==> config.mk <==
export PLATFORM = sky130hd
export DESIGN_NAME = buzzer_arbiter
export DESIGN_NICKNAME = d
export VERILOG_FILES = /design/src/rtl/buzzer_pkg.sv /design/src/rtl/buzzer_prio_enc.sv /design/src/rtl/buzzer_arbiter.sv
export SDC_FILE = /design/constraint.sdc
export NUM_CORES = 1
export LEC_CHECK = 0
export ABC_AREA = 1
export BUFFER_PORTS_ARGS = -buffer_cell sky130_fd_sc_hd__buf_2
export CAP_MARGIN = 25
export CORE_MARGIN = 2
export CORE_UTILIZATION = 53
export CTS_CLUSTER_DIAMETER = 100
export DETAILED_ROUTE_END_ITERATION = 8
export GPL_TIMING_DRIVEN = 0
export HOLD_SLACK_MARGIN = 0.15
export PLACE_DENSITY = 0.75
export SKIP_LAST_GASP = 1
export SYNTH_ARGS = -nofsm -noshare
export SYNTH_HDL_FRONTEND = slang
export SYNTH_SLANG_ARGS = --single-unit
==> constraint.sdc <==
create_clock -name CLK1K -period 2 [get_ports CLK1K]
set_input_delay 0.2 -clock CLK1K [delete_from_list [all_inputs] [get_ports CLK1K]]
set_output_delay 0.2 -clock CLK1K [all_outputs]
set_load 0.01 [all_outputs]
==> src/rtl/buzzer_pkg.sv <==
// rtl/buzzer_pkg.sv - shared types and default cadence tables for the buzzer arbiter
//
// Contents:
//   state_t       arbiter state encoding (IDLE, ON, OFF, GAP)
//   CNT_W         cadence counter width in ms
//   DEF_N         default number of requesters
//   DEF_ON_TAB    packed on-time per requester, requester i at [i*CNT_W +: CNT_W]
//   DEF_OFF_TAB   packed off-time per requester, 0 = continuous tone
//   DEF_GAP_MS    silent cycles inserted on every ownership change
//   onehot()      index to one-hot vector
package buzzer_pkg;

    typedef enum logic [1:0] {
        IDLE = 2'd0,
        ON   = 2'd1,
        OFF  = 2'd2,
        GAP  = 2'd3
    } state_t;

    localparam int CNT_W = 10;
    localparam int DEF_N = 4;

    // Requester 0 (fire) is the rightmost field of each table.
    localparam logic [DEF_N*CNT_W-1:0] DEF_ON_TAB  = {10'd30, 10'd200, 10'd100, 10'd256};
    localparam logic [DEF_N*CNT_W-1:0] DEF_OFF_TAB = {10'd0,  10'd200, 10'd400, 10'd256};
    localparam int DEF_GAP_MS = 20;

    function automatic logic [31:0] onehot(input int idx);
        onehot = 32'd1 << idx;
    endfunction

endpackage

==> src/rtl/buzzer_prio_enc.sv <==
// rtl/buzzer_prio_enc.sv - lowest-index-first priority encoder
//
// Ports:
//   REQ    in   N     request vector, bit 0 has highest priority
//   VALID  out  1     at least one REQ bit is set
//   IDX    out  ID_W  index of the lowest set bit, 0 when none
module buzzer_prio_enc #(
    parameter int N    = 4,
    parameter int ID_W = 2
) (
    input  logic [N-1:0]    REQ,
    output logic            VALID,
    output logic [ID_W-1:0] IDX
);

    // Scan from the top down so the lowest set index is the last one written.
    always_comb begin
        VALID = 1'b0;
        IDX   = '0;
        for (int i = N - 1; i >= 0; i--) begin
            if (REQ[i]) begin
                VALID = 1'b1;
                IDX   = ID_W'(i);
            end
        end
    end

endmodule

==> src/rtl/buzzer_arbiter.sv <==
// rtl/buzzer_arbiter.sv - fixed-priority owner of the piezo buzzer with per-source beep cadence
//
// Ports:
//   CLK1K      in   1          1 kHz clock, one cycle = 1 ms
//   RST        in   1          synchronous active-high reset
//   REQ        in   N          level request per alarm source, bit 0 highest priority
//   MUTE       in   1          silences BUZ_OUT only; arbitration and cadence keep running
//   GNT        out  N          registered one-hot grant, zero when nobody owns the buzzer
//   ACTIVE_ID  out  clog2(N)   current owner index (held through GAP), 0 when idle
//   BUSY       out  1          high whenever the arbiter is not idle
//   BUZ_OUT    out  1          registered buzzer drive, 500 Hz tone during on-phases
module buzzer_arbiter #(
    parameter int                 N       = buzzer_pkg::DEF_N,
    parameter int                 CNT_W   = buzzer_pkg::CNT_W,
    parameter logic [N*CNT_W-1:0] ON_TAB  = buzzer_pkg::DEF_ON_TAB,
    parameter logic [N*CNT_W-1:0] OFF_TAB = buzzer_pkg::DEF_OFF_TAB,
    parameter int                 GAP_MS  = buzzer_pkg::DEF_GAP_MS
) (
    input  logic                 CLK1K,
    input  logic                 RST,
    input  logic [N-1:0]         REQ,
    input  logic                 MUTE,
    output logic [N-1:0]         GNT,
    output logic [$clog2(N)-1:0] ACTIVE_ID,
    output logic                 BUSY,
    output logic                 BUZ_OUT
);

    import buzzer_pkg::*;

    localparam int ID_W = $clog2(N);

    state_t            state;
    logic [CNT_W-1:0]  cnt;
    logic              tone;

    logic              sel_valid;
    logic [ID_W-1:0]   sel_idx;
    logic [N-1:0]      own_mask;
    logic              own_valid;
    logic [ID_W-1:0]   own_idx;
    logic              keep;

    logic [CNT_W-1:0]  on_len;
    logic [CNT_W-1:0]  off_len;
    logic [CNT_W-1:0]  on_end;
    logic              on_last;
    logic              off_last;
    logic              gap_last;

    buzzer_prio_enc #(.N(N), .ID_W(ID_W)) u_sel (
        .REQ   (REQ),
        .VALID (sel_valid),
        .IDX   (sel_idx)
    );

    // Requests at or above the owner's priority. The lowest set bit of this
    // vector tells us everything: none set means the owner released, a bit
    // below the owner means preemption, the owner itself means keep going.
    always_comb begin
        own_mask = '0;
        for (int i = 0; i < N; i++) begin
            own_mask[i] = REQ[i] && (i <= int'(ACTIVE_ID));
        end
    end

    buzzer_prio_enc #(.N(N), .ID_W(ID_W)) u_own (
        .REQ   (own_mask),
        .VALID (own_valid),
        .IDX   (own_idx)
    );

    assign keep = own_valid && (own_idx == ACTIVE_ID);

    assign on_len  = ON_TAB[int'(ACTIVE_ID)*CNT_W +: CNT_W];
    assign off_len = OFF_TAB[int'(ACTIVE_ID)*CNT_W +: CNT_W];

    // An on-time of 0 is illegal; it behaves as a single-cycle on-phase.
    assign on_end   = (on_len == '0) ? '0 : on_len - CNT_W'(1);
    assign on_last  = (cnt == on_end);
    assign off_last = (cnt == off_len - CNT_W'(1));
    assign gap_last = (cnt == CNT_W'(GAP_MS - 1));

    always_ff @(posedge CLK1K) begin
        if (RST) begin
            state     <= IDLE;
            cnt       <= '0;
            tone      <= 1'b0;
            GNT       <= '0;
            ACTIVE_ID <= '0;
            BUSY      <= 1'b0;
            BUZ_OUT   <= 1'b0;
        end else begin
            tone <= ~tone;
            case (state)
                IDLE: begin
                    BUZ_OUT <= 1'b0;
                    cnt     <= '0;
                    if (sel_valid) begin
                        state     <= ON;
                        GNT       <= N'(onehot(int'(sel_idx)));
                        ACTIVE_ID <= sel_idx;
                        BUSY      <= 1'b1;
                    end else begin
                        GNT       <= '0;
                        ACTIVE_ID <= '0;
                        BUSY      <= 1'b0;
                    end
                end

                ON: begin
                    if (!keep) begin
                        state   <= GAP;
                        GNT     <= '0;
                        cnt     <= '0;
                        BUZ_OUT <= 1'b0;
                    end else begin
                        BUZ_OUT <= tone & ~MUTE;
                        if (on_last) begin
                            cnt <= '0;
                            // Zero off-time keeps the tone running without a silent phase.
                            if (off_len != '0) begin
                                state <= OFF;
                            end
                        end else begin
                            cnt <= cnt + CNT_W'(1);
                        end
                    end
                end

                OFF: begin
                    BUZ_OUT <= 1'b0;
                    if (!keep) begin
                        state <= GAP;
                        GNT   <= '0;
                        cnt   <= '0;
                    end else if (off_last) begin
                        state <= ON;
                        cnt   <= '0;
                    end else begin
                        cnt <= cnt + CNT_W'(1);
                    end
                end

                GAP: begin
                    // Requests are only looked at once the full gap has elapsed.
                    BUZ_OUT <= 1'b0;
                    if (gap_last) begin
                        cnt <= '0;
                        if (sel_valid) begin
                            state     <= ON;
                            GNT       <= N'(onehot(int'(sel_idx)));
                            ACTIVE_ID <= sel_idx;
                        end else begin
                            state     <= IDLE;
                            ACTIVE_ID <= '0;
                            BUSY      <= 1'b0;
                        end
                    end else begin
                        cnt <= cnt + CNT_W'(1);
                    end
                end

                default: begin
                    state   <= IDLE;
                    cnt     <= '0;
                    GNT     <= '0;
                    BUSY    <= 1'b0;
                    BUZ_OUT <= 1'b0;
                end
            endcase
        end
    end

endmodule
# After elaboration in Yosys (flattened, before gate mapping)
# Cells that the tools add are included.
[word_totals]
ff_bits = 21
elab_cells = 95
output_inout_bits = 8
[op_classes]
muxes = 46
reduce_logical = 14
magnitude_cmp = 3
mul = 1
addsub = 3
n_eq_ne = 15
bitwise_logic = 3
shift = 3
[ops]
columns = ["op", "n"]
rows = [
  ["2-to-1 mux 10 bit", 6],
  ["one-hot mux 10 bit (4 select lines)", 1],
  ["indexed part select 40 x 32 -> 10 bit (first input constant)", 1],
  ["indexed part select 40 x 7 -> 10 bit (first input constant)", 1],
  ["2-to-1 mux 2 bit", 17],
  ["== test 10 bit", 2],
  ["subtractor 10 x 1 -> 10 bit (second input constant)", 2],
  ["2-to-1 mux 4 bit", 4],
  ["2-to-1 mux 1 bit", 13],
  ["one-hot mux 4 bit (3 select lines)", 1],
  ["adder 10 x 1 -> 10 bit (second input constant)", 1],
  ["== test 10 x 5 -> 1 bit (second input constant)", 1],
  ["logical NOT 10 bit", 1],
  ["inequality test 2 bit (second input constant)", 5],
  ["nonzero test 10 bit", 1],
  ["inequality test 3 bit (second input constant)", 3],
  ["one-hot mux 2 bit (4 select lines)", 1],
  ["AND reduction 3 bit", 2],
  ["multiplier 2 x 3 -> 5 bit (second input constant)", 1],
  ["AND reduction 5 bit", 1],
  ["== test 2 bit (second input constant)", 2],
  ["<= comparator 2 bit (first input constant)", 2],
  ["logical AND 1 bit", 4],
  ["one-hot mux 1 bit (2 select lines)", 2],
  ["12 further kinds", 13],
]

# Longest topological paths before layout
[logic_depth]
depth_word = 10
depth_mapped = 15
ltp_nobuf = 15

# Hierarchy
# A second synthesis with hierarchy kept.
[unflattened]
cells_unflattened = 246
hier_area_um2 = 1605.3
[modules_own_cells]
columns = ["module", "area_each_um2", "n_inst", "cells_per_inst", "seq_area_each_um2"]
rows = [
  ["buzzer_arbiter", 1532.7, 1, 230, 420.4],
  ["buzzer_prio_enc", 36.3, 2, 8, 0.0],
]

# Worst setup path before layout
# No wires, ideal clock.
[synth_path]
kind = "reg2reg"
from = "register ACTIVE_ID[0]"
to = "register cnt[6]"
period_less_slack_ps = 1991
arrival_time_ps = 1858
path_slack_ps = 9
n_path_buf = 0
stages_incl_launch_ff = 14
setup_ps = 133
path_cell_list = "dfxtp_1 > inv_1 > ha_1 > inv_1 > nand2_1 > nand2_1 > nor2_1 > nand2_1 > nor2_1 > nor2_1 > nor2_2 > nand2_2 > nand2_4 > nor3_2"
[synth_between]
elab_chain_cells = 10
elab_cells_between_ends = 30
cone_classes = "add/sub (2); mul (1); order compare (3); eq/ne (3); shift (2); mux (14); reduce/logical (5)"
[synth_rtl]
columns = ["element", "line", "source"]
rows = [
  ["from (decl)", "buzzer_arbiter.sv:24", "output logic [$clog2(N)-1:0] ACTIVE_ID,"],
  ["from (signal assigned)", "buzzer_arbiter.sv:102", "ACTIVE_ID <= sel_idx;"],
  ["from (signal assigned)", "buzzer_arbiter.sv:153", "ACTIVE_ID <= sel_idx;"],
  ["branches (longest 9 deep; another with subtractor 10 x 1 -> 10 bit)", "-", ""],
  ["one-hot mux 10 bit (4 select lines) *", "buzzer_arbiter.sv:95", "case (state)"],
  ["to (signal assigned)", "buzzer_arbiter.sv:126", "cnt <= cnt + CNT_W'(1);"],
  ["to (signal assigned)", "buzzer_arbiter.sv:141", "cnt <= cnt + CNT_W'(1);"],
  ["to (signal assigned)", "buzzer_arbiter.sv:160", "cnt <= cnt + CNT_W'(1);"],
  ["to (decl)", "buzzer_arbiter.sv:34", "logic [CNT_W-1:0] cnt;"],
]
# Every way passes the cells marked *.
# A chain may end at the register's enable or synchronous reset.

# Final worst setup path
[layout_path]
from = "register ACTIVE_ID[1]"
to = "register cnt[6]"
# The elaborated chain is that of the path after synthesis.

==> results.md <==
* Critical path, cell by cell: clkinvlp_4 -> ha_4 -> inv_4 -> nand2_2 -> nand2_1 -> nand2_1 -> nand2_1 -> nand2_1 -> nor2_2 -> nor2_1 -> nor2_2 -> nand2_2 -> nand2_4 -> nor3_2
* P_sw at 1.02 mW
* Reg power frac at 0.261
* Combinational family with the most area after synthesis: simple AND/OR/NAND/NOR gates
* Worst r2r src: ACTIVE_ID[1]
* Seq cells post-synth at 21
* Final cell count without fillers at 291
* Worst Skew at 12.1 ps
* Crit-path max cell delay at 390 ps
* Via density at 5.09
* Syn_nets at 255
* Worst Path Arrival at 2090 ps
* Cells after Synth at 234
* Sw frac at 0.479
* Drt first-iter violations at 66
* Status: finished clean
* Post-Synthesis Cell Area at 1540 µm²
* Via Count at 1481
* Post-synthesis simple-gate area fraction at 0.413
* Hold_ws at 258 ps
* CP max stage cell: dfxtp_4
* Critical path launch point type: register
* LEAKAGE at 0.818 nW
* Worst Max-Slew Pin Slew at 491 ps
* IO Pins at 15
* Fin. Hold Viols at 0
* Routed len/inst at 11.8 µm
* Max transition margin at 0.670
* Root buffer cell: clkbuf_4
* DP Wirelength at 2510 µm
* Delay-heaviest family, CP: simple AND/OR/NAND/NOR gates
* P per Cell Area at 1190 nW/µm²
* Pins Over Slew Limit at 0
* Routability congestion estimate at 0.885
* Syn-to-layout area delta at 16.7%
* Comb pwr share at 0.642
* Share of the synthesized area in the top cell type at 0.273
* CORE AREA at 2760 µm²
* FF-to-FF End: cnt[6]
* Pin count of the biggest net entering global routing at 12
* Synth Area in Compound Gates at 0.0796
* Tcrit/Tclk final at 0.956
* Setup crit end kind: register
* # nets final at 282
* Die Wd at 57.9 µm
* Cells taking the most area after synthesis: dfxtp_1 (27%), nand2_1 (14%), ha_1 (11%)
* Vias in the first global route at 1259
* GRT overflow at 0
* Post-synthesis mux area share at 0
* Worst Hold End: ACTIVE_ID[1]
* Hold Path Stages at 4
* Num rows at 19
* Reg clk slew, reported paths at 120 ps
* Ratio of cells with drive above 1 in the final layout at 0.235
* Die height at 57.9 µm
* Reg2reg setup slack at 90 ps
* Max cap viols at 0
* # diodes at 0
* Worst hold path type: primary input to register
* DRT Wirelength at 3440 µm
* Drt pass-1 iters at 4
* Post-route DRC at 0
* RSZ-0062 raised after global routing: yes
* Layout fillers at 247
* Fin Setup TNS at 0 ps
* Final setup viols at 0
* Initial Utilization at 0.559
* Cell taking the most area after synthesis: dfxtp_1
* Min-delay src: REQ[0]
* Final ANT Viol Nets at 0
* H-tree depth at 1
* Worst VDD drop at 0.00111 V
* CP bufs+invs at 2
* Die area at 3350 µm²
* Final Util at 0.652
* Total CTS buffers at 3
* First-pass GRT wire length at 5490 µm
* Internal Power at 1.11 mW
* GRT Total Usage at 0.209
* Ys Warns at 0
* Post-layout min period at 1910 ps
* Crit Path Category: register to register
* Critical Path Most Common Cell: nand2_1
* Yosys cell types at 27
* Seq/Total Area, Yosys at 0.273
* Xor/xnor cell area share of the yosys netlist at 0.0398
* Clk sinks at 21
* I/O Buffers at 14
* Post-Syn Area per Cell at 6.58 µm²
* Clock power share at 0.097
* DP Cell Count at 279
* CTS tree: built
* Initial antenna violation count at 0
* Fmax at 0.523 GHz
* Insertion delay to the later sink of the worst-skew pair at 300 ps
* CTS max path bufs at 2
* Adder-cell share of the synthesized area at 0.114
* Crit-path max FO at 6
* CP required at 2180 ps
* Worst reg2reg path depth at 14
-- power groups by stage --
stage / logic [mW] / clock network, mW / registers [mW]
global placement: 1.05 / 0 / 0.586
global route: 1.52 / 0.236 / 0.567
CTS: 1.21 / 0.214 / 0.551
finish: 1.37 / 0.206 / 0.557
floorplan: 0.822 / 0 / 0.590
detailed placement: 1.07 / 0 / 0.592
-- cell type report --
class / instances / area, µm² / area share
Buffer: 2 / 8.76 / 0.00487
Inverter: 31 / 126 / 0.0703
Tap cell: 31 / 38.8 / 0.0216
Clock buffer: 4 / 26.3 / 0.0146
Timing Repair Buffer: 21 / 129 / 0.0717
Sequential cell: 21 / 428 / 0.238
Multi-Input combinational cell: 181 / 1040 / 0.579
-- routing by layer --
layer	track usage	wire, µm	part of all wire
met3	0.0313	89	0.026
met2	0.310	1500	0.44
met4	0.0598	34	0.0099
met5	0	0	0
met1	0.313	1820	0.53
-- how the worst max path moves through the flow --
stage	startpoint	end	slack, ps	cells after the start
finish	ACTIVE_ID[1]	cnt[6]	90	14
CTS	ACTIVE_ID[0]	cnt[6]	50	13
global placement	ACTIVE_ID[0]	cnt[6]	-300	13
detailed placement	ACTIVE_ID[1]	cnt[3]	-330	13
global route	ACTIVE_ID[1]	cnt[6]	-50	14
floorplan	ACTIVE_ID[0]	cnt[6]	9	13
-- registers in the layout (all words and copies together) (netlist names) --
register	flops
ACTIVE_ID	2
BUSY	1
BUZ_OUT	1
GNT	4
cnt	10
state	2
tone	1
-- worst register-to-register path: stages, from the launching register on --
cell and delay, ps:
dfxtp_4 390, clkinvlp_4 130, ha_4 300, inv_4 70, nand2_2 50, nand2_1 70, nand2_1 40, nand2_1 60
nand2_1 60, nor2_2 120, nor2_1 60, nor2_2 170, nand2_2 120, nand2_4 110, nor3_2 40
-- layout by cell type (no fill, tap or decap) --
cell and n:
o21ai_0 8, xnor2_1 3, a21oi_1 9, nand2_1 53
nand3_2 2, nor4_1 1, inv_1 25, nor2_1 38
nand2_2 8, buf_2 15, xor2_1 4, nor3b_2 3
a21oi_2 2, nand3b_1 2, inv_2 3, dfxtp_1 19
o31ai_1 1, buf_4 5, nor3_1 4, a211oi_1 1
dlygate4sd3_1 1, nand2_4 2, o21ai_1 1, clkinvlp_4 2
ha_4 1, ha_2 3, ha_1 10, clkbuf_4 3
buf_6 1, clkbuf_1 2, inv_4 1, nand3_1 15
nor2_2 5, nand4_1 2, dfxtp_4 2, nor3_2 3
-- synthesized netlist by cell type --
master and instances:
ha_1 14, inv_1 29, nand3_1 15, o31ai_1 1
nor3b_2 3, o21ai_1 1, nor4_1 1, inv_2 2
nand2_4 1, dfxtp_1 21, nand4_1 2, a21oi_2 2
buf_2 1, a211oi_1 1, a21oi_1 9, nand2_1 57
clkbuf_1 1, nor3_2 3, o21ai_0 8, xnor2_1 3
nand3b_1 2, nor3_1 4, xor2_1 4, nand2_2 4
nand3_2 2, nor2_2 3, nor2_1 40
-- through the flow --
step	power, mW	setup WS (ps)	instance area (µm²)
global route	2.32	-54.8	1800
finish	2.13	88.7	1800
detailed placement	1.66	-334	1650
floorplan	1.41	9.10	1540
global placement	1.63	-295	1650
CTS	1.97	54.9	1730
-- kinds of logic after synthesis --
kind of cell	Yosys count
buffers and inverters	33
DFF	21
AOI/OAI and AO/OA	22
and+or+nand+nor	137
xor gates and xnor gates	7
adders and majority gates	14
-- repair_timing --
| action | in CTS | in global routing |
|---|---|---|
| setup endpoints to repair | 16 | 13 |
| hold buffers | 1 | 0 |
| resized for setup | 7 | 15 |
| pin swaps | 0 | 10 |
| hold endpoints to repair | 1 | 0 |
| gates cloned | 0 | 1 |
| buffers inserted | 3 | 3 |
Note: power is estimated with default switching activity, not from simulation.
